$ cat src/rtl/regfile_if.sv
// Decoder/ROB-facing bundle of the rename register file: two read ports,
// one rename port, one commit port, flush, global enable and busy count.
interface regfile_if #(
    parameter int DATA_W = 32,
    parameter int TAG_W  = 5
);
    logic              rdy;
    logic [4:0]        rs1_idx;
    logic [DATA_W-1:0] rs1_data;
    logic [TAG_W-1:0]  rs1_tag;
    logic [4:0]        rs2_idx;
    logic [DATA_W-1:0] rs2_data;
    logic [TAG_W-1:0]  rs2_tag;
    logic              rename_en;
    logic [4:0]        rename_rd;
    logic [TAG_W-1:0]  rename_tag;
    logic              if_commit;
    logic [4:0]        pos_commit;
    logic [DATA_W-1:0] data_commit;
    logic [TAG_W-1:0]  tag_commit;
    logic              clear_reg;
    logic [5:0]        busy_cnt;

    // Decoder/ROB side
    modport master (
        output rdy, rs1_idx, rs2_idx,
        output rename_en, rename_rd, rename_tag,
        output if_commit, pos_commit, data_commit, tag_commit, clear_reg,
        input  rs1_data, rs1_tag, rs2_data, rs2_tag, busy_cnt
    );

    // Register file side
    modport slave (
        input  rdy, rs1_idx, rs2_idx,
        input  rename_en, rename_rd, rename_tag,
        input  if_commit, pos_commit, data_commit, tag_commit, clear_reg,
        output rs1_data, rs1_tag, rs2_data, rs2_tag, busy_cnt
    );
endinterface

$ cat src/rtl/regfile.sv
// Architectural register file with per-register ROB rename tags.
// A nonzero tag means the register value is still owned by an in-flight
// ROB entry; commits write data and release the tag only if the committing
// entry is still the youngest owner.
module regfile #(
    parameter int                DATA_W    = 32,
    parameter int                TAG_W     = 5,
    parameter logic [TAG_W-1:0]  EMPTY_TAG = '0
) (
    input  logic      clk,
    input  logic      rst,
    regfile_if.slave  bus
);

    logic [DATA_W-1:0] data_q [32];
    logic [TAG_W-1:0]  tag_q  [32];
    logic [TAG_W-1:0]  tag_nxt [32];
    logic [5:0]        busy_q;
    logic [5:0]        busy_nxt;

    logic commit_do;
    logic rename_do;
    logic rs1_byp;
    logic rs2_byp;

    // x0 is never written; a flush suppresses the rename but not the commit
    assign commit_do = bus.rdy && bus.if_commit && (bus.pos_commit != 5'd0);
    assign rename_do = bus.rdy && bus.rename_en && (bus.rename_rd != 5'd0) && !bus.clear_reg;

    // A commit whose tag still owns the source register forwards its value
    assign rs1_byp = bus.if_commit && (bus.pos_commit == bus.rs1_idx) &&
                     (bus.rs1_idx != 5'd0) && (tag_q[bus.rs1_idx] == bus.tag_commit);
    assign rs2_byp = bus.if_commit && (bus.pos_commit == bus.rs2_idx) &&
                     (bus.rs2_idx != 5'd0) && (tag_q[bus.rs2_idx] == bus.tag_commit);

    assign bus.rs1_data = (bus.rs1_idx == 5'd0) ? '0 :
                          rs1_byp ? bus.data_commit : data_q[bus.rs1_idx];
    assign bus.rs1_tag  = (bus.rs1_idx == 5'd0 || rs1_byp) ? EMPTY_TAG : tag_q[bus.rs1_idx];
    assign bus.rs2_data = (bus.rs2_idx == 5'd0) ? '0 :
                          rs2_byp ? bus.data_commit : data_q[bus.rs2_idx];
    assign bus.rs2_tag  = (bus.rs2_idx == 5'd0 || rs2_byp) ? EMPTY_TAG : tag_q[bus.rs2_idx];
    assign bus.busy_cnt = busy_q;

    // Next tag array: flush clears all, otherwise release then rename (rename wins)
    always_comb begin
        for (int i = 0; i < 32; i++) begin
            tag_nxt[i[4:0]] = tag_q[i[4:0]];
        end
        if (bus.rdy) begin
            if (bus.clear_reg) begin
                for (int i = 0; i < 32; i++) begin
                    tag_nxt[i[4:0]] = EMPTY_TAG;
                end
            end else begin
                if (commit_do && (tag_q[bus.pos_commit] == bus.tag_commit)) begin
                    tag_nxt[bus.pos_commit] = EMPTY_TAG;
                end
                if (rename_do) begin
                    tag_nxt[bus.rename_rd] = bus.rename_tag;
                end
            end
        end
        tag_nxt[0] = EMPTY_TAG;
    end

    // Busy count is the population of nonzero next-state tags, so it nets
    // rename and release, drops to 0 on flush and stays within 0..31
    always_comb begin
        busy_nxt = 6'd0;
        for (int i = 1; i < 32; i++) begin
            busy_nxt = busy_nxt + {5'd0, (tag_nxt[i[4:0]] != EMPTY_TAG)};
        end
    end

    // Data array: committed values land regardless of tag ownership or flush
    always_ff @(posedge clk or posedge rst) begin
        if (rst) begin
            for (int i = 0; i < 32; i++) begin
                data_q[i[4:0]] <= '0;
            end
        end else if (commit_do) begin
            data_q[bus.pos_commit] <= bus.data_commit;
        end
    end

    // Tag array and busy count: reset discards every pending rename
    always_ff @(posedge clk or posedge rst) begin
        if (rst) begin
            for (int i = 0; i < 32; i++) begin
                tag_q[i[4:0]] <= EMPTY_TAG;
            end
            busy_q <= 6'd0;
        end else begin
            for (int i = 0; i < 32; i++) begin
                tag_q[i[4:0]] <= tag_nxt[i[4:0]];
            end
            busy_q <= busy_nxt;
        end
    end

endmodule

$ cat src/flat_wrapper.sv
// flat-port wrapper written by rule: the top's interface ports become plain ports
module regfile_flat 
#(
    parameter int                DATA_W    = 32,
    parameter int                TAG_W     = 5,
    parameter logic [TAG_W-1:0]  EMPTY_TAG = '0
)
  (clk, rst, bus_rdy, bus_rs1_idx, bus_rs2_idx, bus_rename_en, bus_rename_rd, bus_rename_tag, bus_if_commit, bus_pos_commit, bus_data_commit, bus_tag_commit, bus_clear_reg, bus_rs1_data, bus_rs1_tag, bus_rs2_data, bus_rs2_tag, bus_busy_cnt);
  regfile_if #(.DATA_W(DATA_W), .TAG_W(TAG_W)) bus_i ();
  input  logic clk;
  input  logic rst;
  input wire logic [$bits(bus_i.rdy)-1:0] bus_rdy;
  input wire logic [$bits(bus_i.rs1_idx)-1:0] bus_rs1_idx;
  input wire logic [$bits(bus_i.rs2_idx)-1:0] bus_rs2_idx;
  input wire logic [$bits(bus_i.rename_en)-1:0] bus_rename_en;
  input wire logic [$bits(bus_i.rename_rd)-1:0] bus_rename_rd;
  input wire logic [$bits(bus_i.rename_tag)-1:0] bus_rename_tag;
  input wire logic [$bits(bus_i.if_commit)-1:0] bus_if_commit;
  input wire logic [$bits(bus_i.pos_commit)-1:0] bus_pos_commit;
  input wire logic [$bits(bus_i.data_commit)-1:0] bus_data_commit;
  input wire logic [$bits(bus_i.tag_commit)-1:0] bus_tag_commit;
  input wire logic [$bits(bus_i.clear_reg)-1:0] bus_clear_reg;
  output wire logic [$bits(bus_i.rs1_data)-1:0] bus_rs1_data;
  output wire logic [$bits(bus_i.rs1_tag)-1:0] bus_rs1_tag;
  output wire logic [$bits(bus_i.rs2_data)-1:0] bus_rs2_data;
  output wire logic [$bits(bus_i.rs2_tag)-1:0] bus_rs2_tag;
  output wire logic [$bits(bus_i.busy_cnt)-1:0] bus_busy_cnt;
  assign bus_i.rdy = bus_rdy;
  assign bus_i.rs1_idx = bus_rs1_idx;
  assign bus_i.rs2_idx = bus_rs2_idx;
  assign bus_i.rename_en = bus_rename_en;
  assign bus_i.rename_rd = bus_rename_rd;
  assign bus_i.rename_tag = bus_rename_tag;
  assign bus_i.if_commit = bus_if_commit;
  assign bus_i.pos_commit = bus_pos_commit;
  assign bus_i.data_commit = bus_data_commit;
  assign bus_i.tag_commit = bus_tag_commit;
  assign bus_i.clear_reg = bus_clear_reg;
  assign bus_rs1_data = bus_i.rs1_data;
  assign bus_rs1_tag = bus_i.rs1_tag;
  assign bus_rs2_data = bus_i.rs2_data;
  assign bus_rs2_tag = bus_i.rs2_tag;
  assign bus_busy_cnt = bus_i.busy_cnt;
  regfile #(.DATA_W(DATA_W), .TAG_W(TAG_W), .EMPTY_TAG(EMPTY_TAG)) u_core (.clk(clk), .rst(rst), .bus(bus_i));
endmodule
$ cat config.mk
export PLATFORM = sky130hd
export DESIGN_NAME = regfile_flat
export DESIGN_NICKNAME = d
export VERILOG_FILES = /design/src/rtl/regfile_if.sv /design/src/rtl/regfile.sv /design/src/flat_wrapper.sv
export SDC_FILE = /design/constraint.sdc
export NUM_CORES = 2
export LEC_CHECK = 0
export CAP_MARGIN = 10
export CORE_ASPECT_RATIO = 0.7
export CORE_MARGIN = 2
export CORE_UTILIZATION = 40
export CTS_BUF_LIST = sky130_fd_sc_hd__clkbuf_2 sky130_fd_sc_hd__clkbuf_4 sky130_fd_sc_hd__clkbuf_8
export CTS_CLUSTER_DIAMETER = 150
export CTS_CLUSTER_SIZE = 30
export DETAILED_ROUTE_END_ITERATION = 8
export MAX_ROUTING_LAYER = met4
export PLACE_DENSITY_LB_ADDON = 0.15
export SYNTH_ARGS = -nofsm -noshare
export SYNTH_HDL_FRONTEND = slang
export SYNTH_SLANG_ARGS = --single-unit
$ cat constraint.sdc
create_clock -name clk -period 40.9 [get_ports clk]
set_clock_uncertainty 0.15 [all_clocks]
set_input_delay 6.135 -clock clk [delete_from_list [all_inputs] [get_ports clk]]
set_output_delay 6.135 -clock clk [all_outputs]
set_load 0.01 [all_outputs]
-- Word level (Yosys, flattened, before mapping)
Index checks and enable logic that the tools add are counted.
- bits of input ports: 68
- output and inout bits: 80
- register bits after elaboration: 1185
- $lt $le $gt $ge: 6
- bitwise operators: 6
- add/sub/neg operators: 30
- equal/unequal tests: 5
- reduce and logical (&&, ||, !) cells: 54
- mux-type cells: 35
- operator list (operator ; number):
    1024-bit bitwise mux ; 1
    160-bit 2-to-1 mux ; 3
    155-bit 2-to-1 mux ; 3
    32-bit binary-select mux with 5-bit select ; 2
    32-bit 2-to-1 mux ; 9
    5-bit nonzero test ; 35
    6-bit by 1-bit adder with 6-bit output ; 29
    155-bit by 160-bit bitwise AND with 160-bit output ; 1
    160-bit bitwise mux ; 1
    32-bit demux with 5-bit select ; 1
    160-bit inverter ; 1
    5-bit binary-select mux with 5-bit select ; 3
    5-bit demux with 5-bit select ; 2
    5-bit 2-to-1 mux ; 10
    5-bit equality test ; 5
    6-bit greater-or-equal comparator (second input constant) ; 4
    5-bit inverter with 6-bit output ; 4
    1-bit logical AND ; 14
    6-bit by 1-bit less-than comparator with 1-bit output (second input constant) ; 2
    5-bit logical NOT ; 2
    1-bit by 1-bit adder with 2-bit output ; 1
    1-bit logical OR ; 2
    1-bit logical NOT ; 1

-- Longest topological paths before layout
- depth after elaboration: 45
- mapped depth: 30

-- Worst setup path before layout
Ideal clock, no wire load.
- path type: input-to-output
- start point: input port bus_rs2_idx[0]
- end point: output port bus_rs2_data[10]
- buffers on the path: 5
- arrival: 9.055 ns
- path slack: 25.560 ns
- stages on the path: 10
- path through: buf_2 -> buf_2 -> buf_2 -> buf_2 -> buf_1 -> mux4_2 -> mux4_2 -> mux2_2 -> a31oi_1 -> nor3_1
- cells in the longest elaborated chain, start to end: 8
- elaborated cells on any way between the ends: 16
- classes of those cells: eq/ne: 2; mux: 8; bitwise: 1; reduce/logical: 5
- RTL lines (what ; RTL line ; source):
    start, declared ; flat_wrapper.sv:14 ; input wire logic [$bits(bus_i.rs2_idx)-1:0] bus_rs2_idx;
    5-bit inverter with 6-bit output (not written as such) ; regfile.sv:34, regfile.sv:40 ;
    5-bit binary-select mux with 5-bit select ; regfile.sv:34 ; (bus.rs2_idx != 5'd0) && (tag_q[bus.rs2_idx] == bus.tag_commit);
    5-bit 2-to-1 mux (not written as such) (2 in a row) ; regfile.sv:34 ;
    5-bit equality test ; regfile.sv:34 ;
    1-bit logical AND ; regfile.sv:34 ;
    32-bit 2-to-1 mux ; regfile.sv:40 ; rs2_byp ? bus.data_commit : data_q[bus.rs2_idx];
    32-bit 2-to-1 mux * ; regfile.sv:39 ; assign bus.rs2_data = (bus.rs2_idx == 5'd0) ? '0 :
    end, declared ; flat_wrapper.sv:25 ; output wire logic [$bits(bus_i.rs2_data)-1:0] bus_rs2_data;
Every way passes the cells marked *; elsewhere a longest branch is shown, timed or not. The select of a mux whose other input is x is not followed.

-- Worst setup path after layout
- start point: input port bus_rs2_idx[0]
- end point: output port bus_rs2_tag[1]
- cells in the longest elaborated chain, start to end: 8
- elaborated cells on any way between the ends: 13
- classes of those cells: eq/ne: 2; mux: 4; bitwise: 1; reduce/logical: 6
- RTL lines (what ; RTL line ; source):
    5-bit inverter with 6-bit output (not written as such) ; regfile.sv:34, regfile.sv:41 ;
    5-bit binary-select mux with 5-bit select ; regfile.sv:34, regfile.sv:41 ;
    5-bit 2-to-1 mux (not written as such) (2 in a row) ; regfile.sv:34, regfile.sv:41 ;
    5-bit equality test ; regfile.sv:34 ;
    1-bit logical AND ; regfile.sv:34 ;
    1-bit logical OR ; regfile.sv:41 ; assign bus.rs2_tag = (bus.rs2_idx == 5'd0 || rs2_byp) ? EMPTY_TAG : tag_q[bus.rs2_idx];
    5-bit 2-to-1 mux * ; regfile.sv:41 ;
    end, declared ; flat_wrapper.sv:26 ; output wire logic [$bits(bus_i.rs2_tag)-1:0] bus_rs2_tag;
Marked as above.

==> impl_metrics.py <==
metrics = {
    "placement": {
        "io_buffers": 147,
        "gp_congestion": 1.02,
        "hpwl_um": 150000,
    },
    "timing": {
        "max_slew_margin": 0.132,
        "finalCritPeriodShare": 0.472,
        "maxSlewViolCount": 0,
        "fmax_mhz": 51.8,
        "worst_hold_slack_ps": 269,
        "worst_pin_slew_ps": 1300,
        "finalSetupTns_ps": 0,
        "setup_viol": 0,
        "post-route-min-period_ps": 19310,
        "hold_violations": 0,
        "grt_setup_unrepaired": "false",
    },
    "yosys": {
        "async_flop_share": 1.00,
        "synth-simple-area-share": 0.0440,
        "synth_area_um2": 68200,
        "synth_ff_type": "dfrtp_1",
        "synth_cell_types": 71,
        "synth_area_leaders": "dfrtp_1, mux4_2, mux2_2",
        "synth_xor_area_frac": 0.00371,
        "synth-adder-area-share": 0.00840,
        "yosys_warnings": 0,
        "synth_largest_area_cell": "dfrtp_1",
        "ys_ff_latch": 1185,
        "yosys.area.top_type_share": 0.435,
        "ys_seq_area_frac": 0.435,
        "muxShareOfSynthArea": 0.420,
        "synth_compound_area_frac": 0.0511,
        "synth_area_per_cell_um2": 14.0,
        "synth_fp_nets": 4979,
        "synth_edf_count": 0,
        "syn_inst": 4879,
        "synth_top_family_by_area": "multiplexers",
    },
    "critical_path": {
        "cp.arrival_ps": 13030,
        "endpoint_kind": "output port",
        "slowest_delay_ps": 880,
        "crit_path_cell_trace": "buf_8 -> buf_4 -> buf_4 -> mux4_2 -> o2111ai_1 -> o21ai_0 -> a21oi_1 -> xor2_4 -> buf_4 -> buf_4 -> nand3_1 -> nor3b_1 -> clkdlybuf4s50_1",
        "cp-start-kind": "primary input",
        "cp.required_ps": 34620,
        "path_common_cell": "buf_4",
        "path_class": "in2out",
        "slowest_stage": "nor3b_1",
        "cp_max_fo": 60,
    },
    "clocking": {
        "cts_inserted_buffers": 45,
        "ctsResizeCount": 0,
        "cts_tree": "done",
        "clock-root-buffer": "clkbuf_8",
        "clock_latency_ps": 900,
        "cts_buffer_depth": 3,
        "htree_levels": 2,
        "cts.sinks": 1185,
        "cts_setup_buffers": 0,
        "cts_hold_buffers": 0,
        "path_clk_slew_ps": 180,
    },
    "routing": {
        "drcViolationCount": 0,
        "post_drt_wl_per_cell_um": 35.9,
        "vias_per_cell": 6.57,
        "vias": 45600,
        "initialDrtViolationCount": 5501,
        "wl_um": 249000,
        "antenna_left": 0,
        "dr.pass1.iters": 8,
    },
    "final_layout": {
        "final_util": 0.429,
        "syn_to_final_growth_pct": 6.41,
        "drive_gt1_frac": 0.441,
        "fillCellCount": 15300,
        "nNetsFinal": 4795,
    },
    "die": {
        "die_w_um": 498,
        "start_util": 0.404,
        "dieArea_um2": 174000,
        "rows": 126,
        "chipHeight_um": 349,
        "core_um2": 169000,
        "num_io_pins": 148,
    },
    "run": {
        "max-cap-violations": 0,
    },
    "outcome": {
        "outcome": "complete, no violations",
    },
    "min_path": {
        "hp-class": "reg2reg",
    },
    "power": {
        "peakVddDrop_v": 0.0000279,
        "p_per_area_nw_per_um2": 36.1,
        "p_leak_nw": 31.0,
    },
    "grt": {
        "grt-ovfl-total": 0,
        "grt_pass1_wl_um": 355000,
        "grt_pass1_vias": 44700,
        "grt_usage": 0.293,
        "grt_max_degree": 114,
        "antenna_found_initial": 11,
    },
}
[metal layers]
metal / wire length (µm) / global-route usage / up-vias / part of all wire
met5: 0 / - / - / 0
met4: 6710 / 0.0696 / 0 / 0.027
met3: 21500 / 0.0616 / 320 / 0.086
met2: 107000 / 0.413 / 2020 / 0.43
met1: 114000 / 0.431 / 25000 / 0.46
li1: - / - / 18300 / -
[cells in the final DEF, fill, tap and decap left out, types with 12 or more instances in the layout]
| master | Yosys | routed |
|---|---|---|
| o22ai_1 | 55 | 55 |
| or3_1 | 16 | 16 |
| a31o_1 | 18 | 18 |
| nor2b_1 | 12 | 12 |
| dfrtp_1 | 1185 | 1185 |
| nor2_4 | 0 | 16 |
| mux2i_1 | 117 | 117 |
| mux2_2 | 1037 | 1037 |
| nand2_1 | 317 | 301 |
| a21oi_1 | 28 | 28 |
| clkbuf_8 | 0 | 45 |
| a22oi_1 | 15 | 15 |
| nand2_4 | 0 | 15 |
| xnor2_1 | 16 | 15 |
| o21ai_0 | 121 | 121 |
| a31o_2 | 58 | 58 |
| clkdlybuf4s50_1 | 0 | 131 |
| nor3_1 | 55 | 55 |
| a31oi_1 | 34 | 34 |
| a2bb2oi_1 | 16 | 16 |
| mux4_2 | 701 | 701 |
| nor4_1 | 50 | 47 |
| fa_1 | 23 | 23 |
| nor2_1 | 93 | 77 |
| buf_4 | 8 | 142 |
| o2bb2ai_1 | 58 | 58 |
| nand4_1 | 30 | 30 |
| inv_1 | 129 | 128 |
[Yosys cell counts, drive strengths merged (11+ instances only)]
library cell  count
inv             131
mux2i           117
a2bb2oi          16
nor2b            12
nor4             50
mux2           1038
dfrtp          1185
nand2           317
o2bb2ai          58
nor3             55
buf             148
a22oi            15
xor2             11
o21ai           126
nor2             93
clkbuf          378
a21oi            28
or3              16
a31o             76
mux4            701
nand4            30
xnor2            17
a31oi            34
o22ai            55
fa               23
[registers in the layout (all words and copies together), names as in the netlist]
name                 count
u_core.data_q         1024
u_core.bus.busy_cnt      6
u_core.tag_q           155
[final cells by class]
class / instances / area, µm² / area share
Sequential cell: 1185 / 29700 / 0.409
Antenna cell: 5 / 12.5 / 0.000172
Tap cell: 2240 / 2800 / 0.0386
Multi-Input combinational cell: 3037 / 36300 / 0.500
Clock inverter: 4 / 42.5 / 0.000586
Timing Repair Buffer: 295 / 2690 / 0.0370
Clock buffer: 45 / 619 / 0.00853
Inverter: 131 / 499 / 0.00688
[per-stage QoR]
stage | cells | total power, W | area [µm²] | setup WS, ps
after floorplan | 4879 | 0.00192 | 68200 | 1230
after global placement | 6880 | 0.00214 | 71700 | 21900
after detailed placement | 6882 | 0.00216 | 71700 | 21880
after CTS | 6931 | 0.00264 | 72400 | 21860
after global routing | 6942 | 0.00275 | 72600 | 21390
final | 6942 | 0.00262 | 72600 | 21590
[report_power, final]
group / switching, W / internal, W / leakage [nW]
Combinational: 0.000342 / 0.000380 / 14.8
Clock: 0.000377 / 0.000102 / 0.337
Sequential: 0.000109 / 0.00131 / 15.9
[path summary, 6_finish.rpt]
path,endpoint,slack [ps],cells after the start,from
setup / recovery,bus_rs2_tag[1],21590,13,bus_rs2_idx[0]
hold / removal,u_core.data_q[1008],270,0,u_core.data_q[1008]
setup reg to reg,u_core.bus.busy_cnt[4],32010,21,u_core.tag_q[100]
hold reg to reg,u_core.data_q[1008],270,0,u_core.data_q[1008]
max in group asynchronous,u_core.data_q[773],29560,8,rst
min in group asynchronous,u_core.data_q[280],5680,2,rst
[kinds of logic after synthesis]
family | count (synthesis)
DFF | 1185
buffers and inverters | 657
muxes | 1856
adders and majority gates | 32
and+or+nand+nor | 646
xor gates and xnor gates | 28
AOI/OAI and AO/OA | 475
[worst max-delay path, delay by kind of cell]
| kind | cells | cell delay (ps) |
|---|---|---|
| buf+inv | 6 | 3400 |
| simple gates | 2 | 1340 |
| compound gates | 3 | 1150 |
| mux | 1 | 610 |
| xor+xnor | 1 | 120 |
Note: power is estimated with default switching activity, not from simulation.
